## src/rtl/gtpcap_pkg.sv

```systemverilog
// Shared types and constants for the GTP capture sequencer: channel states,
// Wishbone register offsets and CTRL/STAT write-bit positions.
package gtpcap_pkg;

    typedef enum logic [1:0] {
        IDLE   = 2'd0,
        WAIT_K = 2'd1,
        RUN    = 2'd2
    } chan_state_t;

    localparam logic [1:0] REG_CSR = 2'd0;
    localparam logic [1:0] REG_TMO = 2'd1;
    localparam logic [1:0] REG_CNT = 2'd2;
    localparam logic [1:0] REG_MSK = 2'd3;

    localparam int unsigned ARM_LSB = 0;
    localparam int unsigned ABORT   = 8;
    localparam int unsigned CLEAR   = 9;

    function automatic logic [3:0] popcount8(input logic [7:0] v);
        logic [3:0] c;
        c = '0;
        for (int unsigned i = 0; i < 8; i++) begin
            c = c + 4'(v[i]);
        end
        return c;
    endfunction

endpackage

```

## src/rtl/gtpcap_chan.sv

```systemverilog
// One capture channel: arms on a CSR write, starts the buffer on the next
// K-character, completes on a cntrl_ready rising edge or aborts on timeout.
module gtpcap_chan
    import gtpcap_pkg::*;
#(
    parameter int unsigned TMO_W = 24
) (
    input  logic             clk,
    input  logic             rst,
    input  logic             arm,
    input  logic             abort,
    input  logic             charisk,
    input  logic             ready,
    input  logic [TMO_W-1:0] timeout,
    output logic             run,
    output logic             done_pulse,
    output logic             tmo_pulse,
    output logic             waiting
);

    chan_state_t      state;
    chan_state_t      state_nxt;
    logic             ready_q;
    logic [TMO_W-1:0] tmo_cnt;
    logic             ready_rise;
    logic             tmo_hit;

    always_comb begin
        ready_rise = ready & ~ready_q;
        tmo_hit    = (state != IDLE) && (timeout != '0) &&
                     (tmo_cnt == timeout - TMO_W'(1));
    end

    always_ff @(posedge clk) begin
        if (rst) begin
            state <= IDLE;
        end else begin
            state <= state_nxt;
        end
    end

    // Abort overrides everything; a completion beats a simultaneous timeout.
    always_comb begin
        state_nxt = state;
        if (abort) begin
            state_nxt = IDLE;
        end else begin
            case (state)
                IDLE:    if (arm) state_nxt = WAIT_K;
                WAIT_K:  if (tmo_hit) state_nxt = IDLE;
                         else if (charisk) state_nxt = RUN;
                RUN:     if (ready_rise || tmo_hit) state_nxt = IDLE;
                default: state_nxt = IDLE;
            endcase
        end
    end

    always_comb begin
        run        = (state == RUN);
        waiting    = (state == WAIT_K);
        done_pulse = !abort && (state == RUN) && ready_rise;
        tmo_pulse  = !abort && tmo_hit && !((state == RUN) && ready_rise);
    end

    // tmo_cnt sits at zero while idle, so an arm always starts counting from 0.
    always_ff @(posedge clk) begin
        if (rst) begin
            ready_q <= 1'b0;
            tmo_cnt <= '0;
        end else begin
            ready_q <= ready;
            if (state == IDLE) begin
                tmo_cnt <= '0;
            end else begin
                tmo_cnt <= tmo_cnt + TMO_W'(1);
            end
        end
    end

endmodule

```

## src/rtl/gtp_capture_ctrl.sv

```systemverilog
// Wishbone-controlled sequencer for the GTP capture buffers: register file,
// sticky done/timeout flags, completion counter and level IRQ.
module gtp_capture_ctrl
    import gtpcap_pkg::*;
#(
    parameter int unsigned      NCH         = 4,
    parameter int unsigned      TMO_W       = 24,
    parameter logic [TMO_W-1:0] TMO_DEFAULT = TMO_W'(24'h7A1200)
) (
    input  logic           wb_clk,
    input  logic           wb_rst,
    input  logic           wb_cyc,
    input  logic           wb_stb,
    input  logic           wb_we,
    input  logic [1:0]     wb_adr,
    input  logic [31:0]    wb_dat_i,
    output logic [31:0]    wb_dat_o,
    output logic           wb_ack,
    input  logic [NCH-1:0] gtp_charisk,
    input  logic [NCH-1:0] cntrl_ready,
    output logic [NCH-1:0] cntrl_run,
    output logic           irq
);

    logic             acc;
    logic             wr;
    logic             abort_all;
    logic             clear_flags;
    logic [NCH-1:0]   arm_v;
    logic [NCH-1:0]   done_p;
    logic [NCH-1:0]   tmo_p;
    logic [NCH-1:0]   wait_v;
    logic [NCH-1:0]   done_f;
    logic [NCH-1:0]   tmo_f;
    logic [TMO_W-1:0] timeout_r;
    logic [15:0]      capcnt;
    logic [15:0]      irq_mask;
    logic [31:0]      rd_data;
    logic [7:0]       run8, done8, tmo8, wait8, done_p8;
    logic             unused_dat;

    always_comb begin
        acc         = wb_cyc & wb_stb & ~wb_ack;
        wr          = acc & wb_we;
        abort_all   = wr && (wb_adr == REG_CSR) && wb_dat_i[ABORT];
        clear_flags = wr && (wb_adr == REG_CSR) && wb_dat_i[CLEAR];
        arm_v       = (wr && (wb_adr == REG_CSR)) ? wb_dat_i[ARM_LSB +: NCH] : '0;
        unused_dat  = ^wb_dat_i;
    end

    for (genvar i = 0; i < NCH; i++) begin : g_chan
        gtpcap_chan #(
            .TMO_W(TMO_W)
        ) u_chan (
            .clk        (wb_clk),
            .rst        (wb_rst),
            .arm        (arm_v[i]),
            .abort      (abort_all),
            .charisk    (gtp_charisk[i]),
            .ready      (cntrl_ready[i]),
            .timeout    (timeout_r),
            .run        (cntrl_run[i]),
            .done_pulse (done_p[i]),
            .tmo_pulse  (tmo_p[i]),
            .waiting    (wait_v[i])
        );
    end

    always_comb begin
        run8    = '0;
        done8   = '0;
        tmo8    = '0;
        wait8   = '0;
        done_p8 = '0;
        run8[NCH-1:0]    = cntrl_run;
        done8[NCH-1:0]   = done_f;
        tmo8[NCH-1:0]    = tmo_f;
        wait8[NCH-1:0]   = wait_v;
        done_p8[NCH-1:0] = done_p;
        rd_data = '0;
        case (wb_adr)
            REG_CSR: rd_data = {wait8, tmo8, done8, run8};
            REG_TMO: rd_data[TMO_W-1:0] = timeout_r;
            REG_CNT: rd_data[15:0] = capcnt;
            REG_MSK: rd_data[15:0] = irq_mask;
            default: rd_data = '0;
        endcase
    end

    // A flag raised in the same cycle as a clear survives the clear.
    always_ff @(posedge wb_clk) begin
        if (wb_rst) begin
            wb_ack    <= 1'b0;
            wb_dat_o  <= '0;
            timeout_r <= TMO_DEFAULT;
            irq_mask  <= '0;
            capcnt    <= '0;
            done_f    <= '0;
            tmo_f     <= '0;
            irq       <= 1'b0;
        end else begin
            wb_ack <= acc;
            if (acc) begin
                wb_dat_o <= rd_data;
            end
            if (wr && (wb_adr == REG_TMO)) begin
                timeout_r <= wb_dat_i[TMO_W-1:0];
            end
            if (wr && (wb_adr == REG_MSK)) begin
                irq_mask <= wb_dat_i[15:0];
            end
            done_f <= (clear_flags ? '0 : done_f) | done_p;
            tmo_f  <= (clear_flags ? '0 : tmo_f) | tmo_p;
            capcnt <= capcnt + 16'(popcount8(done_p8));
            irq    <= |(done8 & irq_mask[7:0]) | |(tmo8 & irq_mask[15:8]);
        end
    end

endmodule

```

## config.mk

```make
export PLATFORM = sky130hd
export DESIGN_NAME = gtp_capture_ctrl
export DESIGN_NICKNAME = d
export VERILOG_FILES = /design/src/rtl/gtpcap_pkg.sv /design/src/rtl/gtpcap_chan.sv /design/src/rtl/gtp_capture_ctrl.sv
export SDC_FILE = /design/constraint.sdc
export NUM_CORES = 1
export LEC_CHECK = 0
export CORE_AREA = 5 5 113 222
export CTS_BUF_LIST = sky130_fd_sc_hd__clkbuf_16
export CTS_CLUSTER_DIAMETER = 50
export CTS_CLUSTER_SIZE = 16
export DETAILED_ROUTE_END_ITERATION = 16
export DIE_AREA = 0 0 118 227
export PLACE_DENSITY_LB_ADDON = 0.3
export SLEW_MARGIN = 20
export SYNTH_ARGS = -nofsm -noshare
export SYNTH_HDL_FRONTEND = slang
export SYNTH_SLANG_ARGS = --single-unit
```

## constraint.sdc

```tcl
create_clock -name wb_clk -period 3.7 [get_ports wb_clk]
set_input_delay 0.74 -clock wb_clk [delete_from_list [all_inputs] [get_ports wb_clk]]
set_output_delay 0.74 -clock wb_clk [all_outputs]
set_load 0.01 [all_outputs]
```

Word-level counts from Yosys, hierarchy flattened
Cells that the tools add are included.
{"block": "word_totals", "ff_bits": 206, "in_bits": 47, "out_inout_bits": 38, "wordCells": 162}
{"block": "classes", "n_addsub": 9, "eq_ne": 27, "mux": 26, "n_bitwise": 17, "n_reduce_logical": 63}
{"cell": "$add 24x1->24 const B", "n": 4}
{"cell": "$eq 24x24->1", "n": 4}
{"cell": "$pmux 16 s4", "n": 1}
{"cell": "$logic_and 1x1->1", "n": 33}
{"cell": "$mux 2", "n": 16}
{"cell": "$pmux 2 s3", "n": 4}
{"cell": "$reduce_bool 24->1", "n": 1}
{"cell": "$sub 24x1->24 const B", "n": 1}
{"cell": "$add 16x4->16", "n": 1}
{"cell": "$and 4x8->8", "n": 2}
{"cell": "$mux 4", "n": 4}
{"cell": "$ne 2x2->1 const B", "n": 8}
{"cell": "$pmux 8 s2", "n": 1}
{"cell": "$reduce_or 8->1", "n": 2}
{"cell": "$eq 2x2->1 const B", "n": 6}
{"cell": "$ne 3x3->1 const B", "n": 4}
{"cell": "$reduce_and 3->1", "n": 4}
{"cell": "$eq 2x1->1 const B", "n": 5}
{"cell": "$logic_not 2->1", "n": 5}
{"cell": "$reduce_or 2->1", "n": 5}
{"cell": "$or 4x4->4", "n": 2}
{"cell": "$reduce_bool 2->1", "n": 4}
{"cell": "$and 1x1->1", "n": 7}
{"cell": "$logic_not 1->1", "n": 5}
{"cell": "6 further kinds", "n": 13}

Logic depth before layout (Yosys ltp)
{"block": "logic_depth", "ltp_word": 12, "ltp_mapped": 16}

By module
A second synthesis with hierarchy kept.
{"block": "unflattened", "hier_cells": 1606, "area_unflattened_um2": 13046.3}
{"module": "gtpcap_chan", "instances": 4, "cells_each": 292, "area_each_um2": 2272.2, "seq_area_each_um2": 540.5}
{"module": "gtp_capture_ctrl", "instances": 1, "cells_each": 438, "area_each_um2": 3957.5, "seq_area_each_um2": 1881.8}

Worst setup path before layout
Ideal clock, no wire load.
{"block": "synth_timing", "kind": "input-to-reg", "from": "input wb_adr[1]", "to": "register capcnt[10]", "arrival_time_ns": 3.610, "path_slack_ns": -0.038, "path_stages": 15, "n_path_buf": 3, "cell_sequence": "clkbuf_1 nor2_1 and3_1 clkbuf_1 nand2_1 nand2b_1 fa_1 inv_1 fa_1 fa_1 and2_1 clkbuf_1 nand4_1 xor2_1 nor2_1"}
{"block": "synth_via", "elab_chain_cells": 10}
{"element": "from (decl)", "line": "gtp_capture_ctrl.sv:15", "source": "input logic [1:0] wb_adr,"}
{"element": "$logic_not 2->1 (*)", "line": "gtp_capture_ctrl.sv:45", "source": "abort_all = wr && (wb_adr == REG_CSR) && wb_dat_i[ABORT];"}
{"element": "$logic_and 1x1->1 (*) (2 in series)", "line": "gtp_capture_ctrl.sv:45"}
{"element": "$logic_not 1->1 (*)", "line": "gtpcap_chan.sv:61", "source": "done_pulse = !abort && (state == RUN) && ready_rise;"}
{"element": "$logic_and 1x1->1 (2 in series)", "line": "gtpcap_chan.sv:61"}
{"element": "$add 1x1->2", "line": "gtpcap_pkg.sv:24", "source": "c = c + 4'(v[i]);"}
{"element": "$add 2x1->3", "line": "gtpcap_pkg.sv:24"}
{"element": "$add 3x1->4 (*)", "line": "gtpcap_pkg.sv:24"}
{"element": "$add 16x4->16 (*)", "line": "gtp_capture_ctrl.sv:114", "source": "capcnt <= capcnt + 16'(popcount8(done_p8));"}
{"element": "to (signal assigned)", "line": "gtp_capture_ctrl.sv:114"}
{"element": "to (decl)", "line": "gtp_capture_ctrl.sv:36", "source": "logic [15:0] capcnt;"}
Every way passes the cells marked *; elsewhere a longest branch is shown, timed or not.
A chain may end at the register's enable or synchronous reset.

Worst setup path after layout
{"block": "layout_timing", "from": "register timeout_r[0]", "to": "register g_chan[1].u_chan.state[0]"}
{"block": "layout_via", "elab_chain_cells": 6}
{"element": "from (decl)", "line": "gtp_capture_ctrl.sv:35", "source": "logic [TMO_W-1:0] timeout_r;"}
{"element": "from (signal assigned)", "line": "gtp_capture_ctrl.sv:107", "source": "timeout_r <= wb_dat_i[TMO_W-1:0];"}
{"element": "$sub 24x1->24 / $reduce_bool 24->1 (equally long branches)", "line": "gtpcap_chan.sv:31, gtpcap_chan.sv:30"}
{"element": "$eq 24x24->1 / $logic_and 1x1->1 (equally long branches)", "line": "gtpcap_chan.sv:31, gtpcap_chan.sv:30"}
{"element": "$logic_and 1x1->1 (*)", "line": "gtpcap_chan.sv:30", "source": "tmo_hit = (state != IDLE) && (timeout != '0) &&"}
{"element": "$logic_or 1x1->1", "line": "gtpcap_chan.sv:52", "source": "RUN: if (ready_rise || tmo_hit) state_nxt = IDLE;"}
{"element": "$ne 2x2->1 (no source line)"}
{"element": "$reduce_and 3->1 (no source line)"}
{"element": "to (signal assigned)", "line": "gtpcap_chan.sv:38", "source": "state <= state_nxt;"}
{"element": "to (decl)", "line": "gtpcap_chan.sv:21", "source": "chan_state_t state;"}
Marked as above.

==> metrics.txt <==
status=completed; Initial Util=approximately 49%; remaining global-route overflow=0; endpoint type of the worst setup path=flip-flop; I/O Buffers=72; clock buffer depth=3; nets=~1500; Avg Synthesized Cell Area=8.123 um2; via count=10584; RSZ-0062 raised after global routing=no; Tot Pwr=4204 uW; Syn Inst Count=around 1400; kind of critical path=reg2reg; combinational share of power=9.3%; Post-synth EDFFs=0; clock buffer count from CTS=16; GPL Wtd Cong=1.022; Least-Margin Pin Slew=811.4 ps; TritonRoute pass-1 iters=5; Die Area=26790 um2; first-pass GRT wire length=60260 um; # clock sinks=a little over 200; Clock Tree Root=clkbuf_16; Final Setup Violations=0; # hold bufs at CTS=0; top cells by area, synth=dfxtp_1 (35%), xnor2_1 (7.4%), xor2_1 (6.8%); clock slew at reported path FFs=70 ps; row count=79; highest-delay cell along the critical path=or3b_1; Slew HR=45.70%; FF/Latch Area=4044 um2; die width=118 um; Seq/Total Area, Yosys=35.38%; Fin. Hold Viols=0; part of the power in registers=52.7%; Unique masters post-synth=72; I/O pin count=85; leakage=between 0.004 and 0.005 uW; fraction of layout cells with a size suffix above 1=10.28%; Synth Warn #=0; FF+latch count, synth=202; CTS H-tree lvls=1; Max stage delay on crit path=500 ps; f_max=281.2 MHz; crit path DAT=3930 ps; Synth Flop Type=dfxtp_1; Switching Share=~24%; Worst Path Required=4070 ps; crit-path leading delay family=simple AND/OR/NAND/NOR gates; min Tclk post-route=3557 ps; cell taking the most area after synthesis=dfxtp_1; Worst-Skew Late Latency=approximately 500 ps; Final period util=roughly 96%; FFs w/ async S/R, synth=0%; CTS tree=done; antenna-violating nets left=0; maximum VDD drop=0.0004883 V; Max-Cap Viols=0; dpl cells=1752; GRT Total Usage=slightly below 30%; initial antenna violation count=1; Layout fillers=about 2200; vias in the first global route=between 10000 and 15000; Netlist Area Pre-Place=11430 um2; Pwr per Cell Area=318.1 nW/um2; area of the multi-input gates=6888 um2; vias per cell=5.966; Startpoint Class=flip-flop; CP bufs+invs=1; Clk pwr share=38.1%; total core area=23130 um2; NetSw=1030 uW; DP Wirelength=31460 um; Hold WS=455.4 ps; Layout area overhead=15.61%; max-slew violations=0; non-filler cells, final=1774; final core utilization=57.12%; crit path cell chain=inv_1 -> ha_1 -> or3b_1 -> nor3_1 -> xnor2_1 -> xnor2_1 -> or4_1 -> or4_1 -> o41ai_1 -> o31ai_1; Power Internal=3174 uW; Hold Path Class=reg2reg; clock skew=6.576 ps; pre-CTS WS=-280.4 ps; CP max FO=4; top cell type's share of synthesized area=35.38%; drt total wl=39970 um; DR DRC count=0; Die Height=227 um; DR iter-0 viols=816; largest net degree at the start of global routing=58; setup slack after layout=between 100 and 150 ps; Routed wire per std cell=22.53 um
-- power by group through the flow --
stage / combinational [uW] / clock, uW / sequential (uW)
4_1_cts: 383 / 1640 / 2210
3_5_place_dp: 381 / 0 / 2260
5_1_grt: 412 / 1720 / 2220
6_report: 390 / 1600 / 2210
2_1_floorplan: 203 / 0 / 2260
3_3_place_gp: 380 / 0 / 2260
-- kinds of logic after synthesis --
group / Yosys count / synth area share, %
XOR/XNOR: 193 / 15.66
buffers and inverters: 127 / 4.565
flip-flops: 202 / 35.38
adder cells (fa/ha/maj): 10 / 1.292
AND/OR/NAND/NOR: 635 / 28.32
other: 1 / 0.03281
multiplexers: 21 / 2.803
AO/OA/AOI/OAI: 218 / 11.94
-- registers in the layout, indices dropped and copies added (netlist names), 8 cells and up --
register	cells
irq_mask	16
capcnt	16
wb_dat_o	28
g_chan.u_chan.state	8
timeout_r	24
g_chan.u_chan.tmo_cnt	96
-- layout by cell type (no fill, tap or decap), drive strengths merged, types with 5 or more instances in the layout --
master / n
a2111oi: 7
a21oi: 96
a221oi: 8
a22o: 5
a22oi: 7
a32oi: 5
and2: 9
and3: 31
and4: 7
buf: 91
clkbuf: 17
clkdlybuf4s50: 71
dfxtp: 202
ha: 7
inv: 25
mux2: 8
mux2i: 5
mux4: 8
nand2: 166
nand2b: 13
nand3: 65
nand3b: 8
nand4: 33
nand4b: 5
nor2: 161
nor2b: 18
nor3: 34
nor3b: 7
nor4: 24
o2111ai: 8
o211ai: 7
o21ai: 37
o31ai: 5
or2: 8
or3: 24
or4: 15
xnor2: 97
xnor3: 5
xor2: 89
-- per-stage QoR --
step,cell area [um2],TNS [ps]
4_1_cts,13200,0
5_1_grt,13210,0
2_1_floorplan,11440,0
3_5_place_dp,12760,-1510
3_3_place_gp,12760,-1388
6_report,13210,0
-- area by class of cell --
type / count / share of cell area (%)
Antenna cell: 2 / 0.03788
Inverter: 24 / 0.6818
Sequential cell: 202 / 30.61
Timing Repair Buffer: 162 / 10.55
Clock inverter: 3 / 0.09470
Multi-Input combinational cell: 1081 / 52.13
Tap cell: 283 / 2.680
Clock buffer: 17 / 3.220
-- Yosys cell counts (5+ instances only) --
cell       number
o31ai_1         5
buf_2           6
nand4b_1        5
nor2b_1        18
or2_2           8
nand3_1        65
dfxtp_1       202
xor2_1         89
or4_1          15
buf_1           8
a22oi_1         7
xnor3_1         5
nand3b_1        8
a22o_1          5
mux2i_1         5
inv_1          24
a2111oi_0       7
nand2b_1       13
nor4_1         16
buf_4           8
ha_1            7
and3_1         31
and4_1          7
o21ai_0        36
or3_1          24
nand4_1        32
a21oi_1        96
and2_1          9
nor2_1        159
a221oi_1        8
clkbuf_1       80
mux4_2          8
o211ai_1        7
nor3_1         32
nand2_1       166
nor3b_1         6
o2111ai_1       8
xnor2_1        97
a32oi_1         5
mux2_2          8
-- repair_timing --
| item | 4_1_cts | 5_1_grt |
|---|---|---|
| setup buffers | 0 | 0 |
| endpoints found under the setup margin | 0 | 5 |
| resized for setup | 0 | 3 |
-- routing by layer --
| metal | track usage, % | share of wire [%] |
|---|---|---|
| met1 | 27.20 | 32 |
| met2 | 53.49 | 51 |
| met3 | 4.028 | 4.9 |
| met4 | 28.26 | 12 |
| met5 | 0 | 0 |
-- tightest hold or removal path, delay by kind of cell, from the launching register on --
family / cells / cell delay, ps
flip-flops: 1 / 310
AND/OR/NAND/NOR: 1 / 50
AO/OA/AOI/OAI: 1 / 50
-- path summary, 6_finish.rpt --
path / start / to / slack (ps) / cells past startpoint
worst max-delay path: timeout_r[0] / g_chan[1].u_chan.state[0] / 140 / 10
worst min-delay path: irq_mask[7] / irq_mask[7] / 460 / 2
worst max register to register: timeout_r[0] / g_chan[1].u_chan.state[0] / 140 / 10
worst min register to register: irq_mask[7] / irq_mask[7] / 460 / 2
No activity file was read; power rests on OpenSTA's default activity.
